[config.mk]
export PLATFORM = sky130hd
export DESIGN_NAME = rps_match_scorer
export DESIGN_NICKNAME = d
export VERILOG_FILES = /design/src/rtl/rps_pkg.sv /design/src/rtl/rps_result_decoder.sv /design/src/rtl/rps_match_scorer.sv
export SDC_FILE = /design/constraint.sdc
export NUM_CORES = 1
export LEC_CHECK = 0
export CAP_MARGIN = 0
export CORE_ASPECT_RATIO = 0.6
export CORE_UTILIZATION = 56
export CTS_CLUSTER_SIZE = 30
export DETAILED_ROUTE_END_ITERATION = 8
export PLACE_DENSITY = 0.86
export SYNTH_ARGS = -nofsm -noshare
export SYNTH_HDL_FRONTEND = slang
export SYNTH_SLANG_ARGS = --single-unit
[constraint.sdc]
create_clock -name clk -period 3.5 [get_ports clk]
set_input_delay 0.525 -clock clk [delete_from_list [all_inputs] [get_ports clk]]
set_output_delay 0.525 -clock clk [all_outputs]
set_load 0.02 [all_outputs]
[src/rtl/rps_pkg.sv]
// Shared constants and types for the stone-paper-scissors match scorer:
// judge byte codes, champion encoding, match state and decoded result.
package rps_pkg;

    localparam logic [7:0] RES_TIE = 8'h00;
    localparam logic [7:0] RES_P1  = 8'h31;
    localparam logic [7:0] RES_P2  = 8'h32;
    localparam logic [7:0] RES_INV = 8'h3F;

    localparam logic [1:0] CH_NONE = 2'b00;
    localparam logic [1:0] CH_P1   = 2'b01;
    localparam logic [1:0] CH_P2   = 2'b10;

    typedef enum logic [1:0] {
        IDLE = 2'd0,
        PLAY = 2'd1,
        DONE = 2'd2
    } state_t;

    typedef struct packed {
        logic tie;
        logic p1;
        logic p2;
        logic inv;
        logic err;
    } res_hot_t;

    // Higher score wins; level scores give no champion.
    function automatic logic [1:0] pick_champion(input logic [3:0] a, input logic [3:0] b);
        if (a > b)      return CH_P1;
        else if (b > a) return CH_P2;
        else            return CH_NONE;
    endfunction

endpackage

[src/rtl/rps_result_decoder.sv]
// Combinational decode of one judge result byte into a one-hot class.
module rps_result_decoder
    import rps_pkg::*;
(
    input  logic [7:0] result_byte,
    output res_hot_t   hot
);

    always_comb begin
        hot = '0;
        case (result_byte)
            RES_TIE: hot.tie = 1'b1;
            RES_P1:  hot.p1  = 1'b1;
            RES_P2:  hot.p2  = 1'b1;
            RES_INV: hot.inv = 1'b1;
            default: hot.err = 1'b1;
        endcase
    end

endmodule

[src/rtl/rps_match_scorer.sv]
// Best-of-N match FSM: counts judge results, saturates tie/invalid tallies,
// and declares a champion on win target or round limit.
module rps_match_scorer
    import rps_pkg::*;
#(
    parameter int WIN_TARGET = 3,
    parameter int MAX_ROUNDS = 15
) (
    input  logic       clk,
    input  logic       rst_n,
    input  logic       start,
    input  logic [7:0] result_byte,
    input  logic       result_valid,
    output logic       playing,
    output logic [3:0] p1_score,
    output logic [3:0] p2_score,
    output logic [3:0] ties,
    output logic [3:0] invalids,
    output logic [4:0] rounds,
    output logic       match_over,
    output logic [1:0] champion,
    output logic       proto_err
);

    localparam logic [3:0] WIN  = 4'(WIN_TARGET);
    localparam logic [4:0] MAXR = 5'(MAX_ROUNDS);

    state_t     state, state_d;
    res_hot_t   hot;
    logic [3:0] p1_d, p2_d, ties_d, inv_d;
    logic [4:0] rounds_d;
    logic [1:0] champion_d;
    logic       proto_err_d;
    logic [3:0] p1_inc, p2_inc;
    logic [4:0] rounds_inc;

    rps_result_decoder u_decoder (
        .result_byte (result_byte),
        .hot         (hot)
    );

    assign p1_inc     = p1_score + 4'd1;
    assign p2_inc     = p2_score + 4'd1;
    assign rounds_inc = rounds + 5'd1;

    always_comb begin
        state_d     = state;
        p1_d        = p1_score;
        p2_d        = p2_score;
        ties_d      = ties;
        inv_d       = invalids;
        rounds_d    = rounds;
        champion_d  = champion;
        proto_err_d = proto_err;

        if (start) begin
            // A result arriving with start is dropped along with the old match.
            state_d     = PLAY;
            p1_d        = '0;
            p2_d        = '0;
            ties_d      = '0;
            inv_d       = '0;
            rounds_d    = '0;
            champion_d  = CH_NONE;
            proto_err_d = 1'b0;
        end else if (state == PLAY && result_valid) begin
            if (hot.p1) begin
                p1_d     = p1_inc;
                rounds_d = rounds_inc;
                if (p1_inc == WIN) begin
                    state_d    = DONE;
                    champion_d = CH_P1;
                end else if (rounds_inc == MAXR) begin
                    state_d    = DONE;
                    champion_d = pick_champion(p1_inc, p2_score);
                end
            end else if (hot.p2) begin
                p2_d     = p2_inc;
                rounds_d = rounds_inc;
                if (p2_inc == WIN) begin
                    state_d    = DONE;
                    champion_d = CH_P2;
                end else if (rounds_inc == MAXR) begin
                    state_d    = DONE;
                    champion_d = pick_champion(p1_score, p2_inc);
                end
            end else if (hot.tie) begin
                ties_d   = (ties == 4'hF) ? ties : ties + 4'd1;
                rounds_d = rounds_inc;
                if (rounds_inc == MAXR) begin
                    state_d    = DONE;
                    champion_d = pick_champion(p1_score, p2_score);
                end
            end else if (hot.inv) begin
                inv_d = (invalids == 4'hF) ? invalids : invalids + 4'd1;
            end else begin
                proto_err_d = 1'b1;
            end
        end
    end

    // playing/match_over are registered from the next state so they move with the scores.
    always_ff @(posedge clk or negedge rst_n) begin
        if (!rst_n) begin
            state      <= IDLE;
            playing    <= 1'b0;
            match_over <= 1'b0;
            p1_score   <= '0;
            p2_score   <= '0;
            ties       <= '0;
            invalids   <= '0;
            rounds     <= '0;
            champion   <= CH_NONE;
            proto_err  <= 1'b0;
        end else begin
            state      <= state_d;
            playing    <= (state_d == PLAY);
            match_over <= (state_d == DONE);
            p1_score   <= p1_d;
            p2_score   <= p2_d;
            ties       <= ties_d;
            invalids   <= inv_d;
            rounds     <= rounds_d;
            champion   <= champion_d;
            proto_err  <= proto_err_d;
        end
    end

endmodule

Yosys cells after proc, flatten, opt, wreduce, memory -nomap -nowiden --
Index checks and enable logic that the tools add are counted.
Word-level totals: flip-flop bits (word level) 28, output and inout bits 26, input port bits 12, word-level logic and storage cells 115
Operators by class: muxes and demuxes 59, reduce and logical (&&, ||, !) cells 17, $add $sub $neg 5, magnitude comparators 6, equality and inequality tests 18
Operator list (number):
- 2-to-1 mux 4 bit | 20
- 2-to-1 mux 2 bit | 24
- 2-to-1 mux 5 bit | 5
- == test 8 x 6 -> 1 bit, second input constant | 3
- > comparator 4 bit | 6
- adder 4 x 1 -> 4 bit, second input constant | 4
- AND reduction 5 bit | 3
- != test 2 bit, second input constant | 6
- nonzero test 4 bit | 3
- 2-to-1 mux 1 bit | 10
- nonzero test 2 bit | 5
- == test 4 x 2 -> 1 bit, second input constant | 2
- == test 4 bit, second input constant | 2
- zero test 8 bit | 1
- AND reduction 6 bit | 1
- adder 5 x 1 -> 5 bit, second input constant | 1
- == test 5 x 4 -> 1 bit, second input constant | 1
- == test 2 x 1 -> 1 bit, second input constant | 2
- != test 4 x 2 -> 1 bit, second input constant | 1
- AND reduction 2 bit | 2
- AND reduction 3 bit | 1
- == test 2 bit, second input constant | 1
- logical AND 1 bit | 1

Depth between registers and ports, before layout --
depth in word-level cells 10, gate-level depth with buffers 10, depth with buffers taken out 10

Modules after synthesis --
Synthesis repeated with hierarchy kept, for this count alone.
Second synthesis, totals: cells, all modules 216, area total of the unflattened synthesis 1943.1 um^2
Modules (own cells, without submodules):
- rps_match_scorer | cells each 202, seq. area each 700.7 um^2, area each 1858.0 um^2, times used 1
- rps_result_decoder | cells each 14, seq. area each 0.0 um^2, area each 85.1 um^2, times used 1

Worst setup path after synthesis --
No wires, ideal clock.
path kind reg-to-reg, start point register p2_score[2], end point register champion[0], stages on the path, launching flop included 11, clock period less this slack 2.133 ns, setup slack 1.367 ns, data required time 3.417 ns, data arrival time 2.050 ns, cells stage by stage dfrtp_1 -> clkbuf_1 -> nand3_1 -> xnor2_1 -> ha_1 -> a21oi_1 -> o21ai_0 -> o211a_1 -> a21oi_1 -> nand3_1 -> o21ai_0
On the way: longest elaborated chain between the ends 9, elaborated cells between the ends (all ways) 20, classes of those cells add/sub: 1; order compare: 3; eq/ne: 1; mux: 13; reduce/logical: 2
RTL lines:
- start, declared | RTL line rps_match_scorer.sv:16 | output logic [3:0] p2_score,
- start signal, assigned | RTL line rps_match_scorer.sv:120 | p2_score <= p2_d;
- adder 4 x 1 -> 4 bit | RTL line rps_match_scorer.sv:43 | assign p2_inc = p2_score + 4'd1;
- > comparator 4 bit | RTL line rps_pkg.sv:30 | if (a > b) return CH_P1;
- 2-to-1 mux 2 bit | RTL line rps_pkg.sv:30
- 2-to-1 mux 2 bit | RTL line rps_match_scorer.sv:83 | end else if (rounds_inc == MAXR) begin
- 2-to-1 mux 2 bit | RTL line rps_match_scorer.sv:80 | if (p2_inc == WIN) begin
- 2-to-1 mux 2 bit | RTL line rps_match_scorer.sv:77 | end else if (hot.p2) begin
- 2-to-1 mux 2 bit | RTL line rps_match_scorer.sv:67 | if (hot.p1) begin
- 2-to-1 mux 2 bit | RTL line rps_match_scorer.sv:66 | end else if (state == PLAY && result_valid) begin
- 2-to-1 mux 2 bit | RTL line rps_match_scorer.sv:56 | if (start) begin
- end signal, assigned | RTL line rps_match_scorer.sv:124 | champion <= champion_d;
- end, declared | RTL line rps_match_scorer.sv:21 | output logic [1:0] champion,
Several ways; a longest one is shown, not always the timed one. The select of a mux whose other input is x is not followed. A chain may end at the register's enable or synchronous reset.

Final worst setup path --
start point input result_byte[1], end point register champion[1]
On the way: longest elaborated chain between the ends 6, elaborated cells between the ends (all ways) 15, classes of those cells eq/ne: 3; mux: 7; reduce/logical: 5
RTL lines:
- start, declared | RTL line rps_match_scorer.sv:12 | input logic [7:0] result_byte,
- == test 8 x 6 -> 1 bit
- 2-to-1 mux 1 bit | RTL line rps_result_decoder.sv:11 | case (result_byte)
- 2-to-1 mux 2 bit | RTL line rps_match_scorer.sv:77
- 2-to-1 mux 2 bit | RTL line rps_match_scorer.sv:67
- 2-to-1 mux 2 bit | RTL line rps_match_scorer.sv:66
- 2-to-1 mux 2 bit | RTL line rps_match_scorer.sv:56
Several ways; a longest one is shown, not always the timed one. The select of a mux whose other input is x is not followed.

==> flow_metrics.env <==
export IMPL_worst_clock_skew_ns=0.003783
export IMPL_grtUsageTotal_pct=25.11
export IMPL_cp_start_kind="input port"
export IMPL_place_ws_ns=0.5830
export IMPL_rr_worst_depth=10
export IMPL_start_util_pct=58.97
export IMPL_fin_crit_sh_pct=77.69
export IMPL_r2r_end="champion[1]"
export IMPL_worst_setup_path_end_kind="flip-flop"
export IMPL_fmax_mhz=367.8
export IMPL_multi_input_comb_area_sq_mm=0.001156
export IMPL_cp_slowest_cell="clkdlybuf4s50_1"
export IMPL_critPathBufInv=1
export IMPL_synth_simple_area_share_pct=23.54
export IMPL_cts_root_buf="clkbuf_8"
export IMPL_cp_cell_sequence="clkdlybuf4s50_1 -> nor2b_1 -> nor2_1 -> o21ai_0 -> nor2b_1 -> a22oi_2 -> nor3_1 -> nor3_1"
export IMPL_ant_nets=0
export IMPL_core_sq_mm=0.003263
export IMPL_synth_adder_area_share_pct=13.00
export IMPL_synth_xor_xnor_area_share_pct=9.103
export IMPL_rsz0062_at_grt="no"
export IMPL_dieArea_sq_mm=0.003682
export IMPL_setup_violations=0
export IMPL_drive_above_1_share_pct=4.365
export IMPL_crit_required_ns=3.61
export IMPL_grt_pass1_vias=1449
export IMPL_chipHeight_um=47.41
export IMPL_crit_type="input port to flip-flop"
export IMPL_min_from="proto_err"
export IMPL_path_clk_slew_ns=0.09
export IMPL_ir_drop_uv=172.8
export IMPL_first_pass_iters=4
export IMPL_synth_edf_count=0
export IMPL_worstPathArrival_ns=2.82
export IMPL_cp_max_fo=7
export IMPL_drv_cap=0
export IMPL_min_path_type="flip-flop to flip-flop"
export IMPL_synth_cell_types=42
export IMPL_holdPathStages=2
export IMPL_reg2reg_slack_ns=1.22
export IMPL_yosys_mux_area_fraction_pct=0.5202
export IMPL_rr_startpoint="p2_score[0]"
export IMPL_syn_avg_cell_area_sq_um=8.909
export IMPL_hold_viol_final=0
export IMPL_die_w_um=77.68
export IMPL_area_growth_pct=24.25
export IMPL_wl_per_cell_um=15.47
export IMPL_tns_ns=0
export IMPL_leakagePower_nw=0.9894
export IMPL_critPathTopFamily="simple AND/OR/NAND/NOR gates"
export IMPL_post_cts_resized=0
export IMPL_max_stage_delay_ns=0.56
export IMPL_ys_warn_count=0
export IMPL_clock_path_buffers=2
export IMPL_nFillCells=270
export IMPL_post_cts_setup_buffers=0
export IMPL_vias=1727
export IMPL_grt_ovfl_total=0
export IMPL_synth_top_family_by_area="simple AND/OR/NAND/NOR gates"
export IMPL_cts_inserted_buffers=3
export IMPL_grt_pass1_wl_um=6941
export IMPL_portBuffers=37
export IMPL_finalCriticalPeriod_ns=2.719
export IMPL_grt_max_degree=29
export IMPL_power_density_mw_per_mm2=237.1
export IMPL_startpoint="result_byte[1]"
export IMPL_cts_hold_buf=0
export IMPL_fin_ws_ns=0.7809
export IMPL_routed_wl_um=4594
export IMPL_via_per_inst=5.815
export IMPL_synth_flop_cell="dfrtp_1"
export IMPL_relSlewSlack_pct=31.11
export IMPL_postSynthCellCount=216
export IMPL_tightest_slew_ns=1.030
export IMPL_syn_area_sq_mm=0.001924
export IMPL_htree_num_levels=1
export IMPL_synth_compound_area_share_pct=13.91
export IMPL_rows=16
export IMPL_antenna_found_initial=0
export IMPL_synth_yosys_seq_area_share_pct=36.41
export IMPL_place_gp_congestion=0.8669
export IMPL_clock_sinks=28
export IMPL_drv_slew=0
export IMPL_synth_seq_cells=28
export IMPL_drtIter0Drc=117
export IMPL_syn_nets=248
export IMPL_seqCellArea_sq_um=700.7
export IMPL_whs_endpoint="proto_err"
export IMPL_worstSkewPairLatency_ns=0.27
export IMPL_drc=0
export IMPL_status="complete, no violations"
export IMPL_fin_nets=285
export IMPL_dp_hpwl_um=3402
export IMPL_cts_tree="yes"
export IMPL_antenna_cells=0
export IMPL_ioPinCount=38
export IMPL_synthArstFlopShare_pct=100.0
registers in the layout, summed over array words and instances (netlist names):
signal      count
champion        2
invalids        4
match_over      1
p1_score        4
p2_score        4
playing         1
proto_err       1
rounds          5
state           2
ties            4
report_power, final:
group | total [mW] | internal (mW) | switching [mW]
combinational | 0.0481 | 0.0200 | 0.0281
sequential | 0.325 | 0.324 | 0.000997
clock | 0.194 | 0.101 | 0.0931
cell type report:
| cell class | instances | share of cell area [%] |
|---|---|---|
| inverter | 12 | 1.884 |
| tap | 45 | 2.355 |
| timing repair buffer | 38 | 15.80 |
| clock buffer | 4 | 2.302 |
| multi-input combinational | 170 | 48.35 |
| sequential | 28 | 29.30 |
per-stage QoR:
| step | cells | total power [mW] | util [%] | area (sq um) | hold slack, ns |
|---|---|---|---|---|---|
| global route | 297 | 0.5889 | 73.27 | 2391 | 0.5632 |
| finish | 297 | 0.5670 | 73.27 | 2391 | 0.5160 |
| floorplan | 216 | 0.3502 | - | 1924 | 0.2294 |
| detailed placement | 293 | 0.3795 | 71.59 | 2336 | 0.5004 |
| CTS | 297 | 0.5721 | 73.27 | 2391 | 0.5199 |
| global placement | 293 | 0.3787 | 71.59 | 2336 | 0.4900 |
tightest hold or removal path, delay by kind of cell, from the launching register on:
family          cells  cell delay (ns)
flops               1             0.36
simple gates        1             0.08
compound gates      1             0.05
worst max-delay path by stage:
stage / slack (ns) / end / cells after the start
6_report: 0.78 / champion[1] / 8
3_3_place_gp: 0.74 / champion[1] / 8
5_1_grt: 0.65 / champion[1] / 8
4_1_cts: 0.85 / champion[1] / 8
2_1_floorplan: 1.37 / champion[0] / 10
3_5_place_dp: 0.58 / champion[1] / 8
cells in the mapped netlist, types with 2 or more instances:
cell type / instances / area [sq um]
nand2_1: 18 / 67.56
a31oi_1: 3 / 18.77
a21oi_1: 12 / 60.06
nor2b_1: 5 / 31.28
nor3_1: 9 / 45.04
nand3_1: 8 / 40.04
nand4_1: 6 / 37.54
nor2_1: 27 / 101.4
xnor2_1: 11 / 96.34
dfrtp_1: 28 / 700.7
a21o_1: 2 / 15.01
o21ai_0: 8 / 40.04
clkbuf_1: 6 / 22.52
ha_1: 20 / 250.2
or4_1: 2 / 15.01
xor2_1: 9 / 78.83
inv_1: 12 / 45.04
nand2b_1: 3 / 18.77
a211oi_1: 4 / 30.03
layout by cell type, fill, tap and decap left out, drive strengths merged, types with 5 or more instances in the layout:
master          n
clkdlybuf4s50  37
dfrtp          28
nor2           28
ha             20
nand2          18
inv            12
a21oi          12
xnor2          11
nor3           10
xor2            9
nand3           9
o21ai           8
nand4           6
nor2b           5
cells by family (layout without fill, tap and decap cells):
kind of cell               count (synthesis)  in the layout
adders and majority gates                 20             20
xor gates and xnor gates                  20             20
AOI/OAI and AO/OA                         40             40
and+or+nand+nor                           89             89
DFF                                       28             28
muxes                                      1              1
buffers and inverters                     18             54
routing by layer:
metal	global-route usage (%)	up-vias	wire length (um)
met5	0	-	0
met4	4.528	0	56
met2	40.18	62	2082
li1	-	832	-
met3	4.272	8	273
met1	36.79	825	2181
Power figures use the tool's default switching activity.
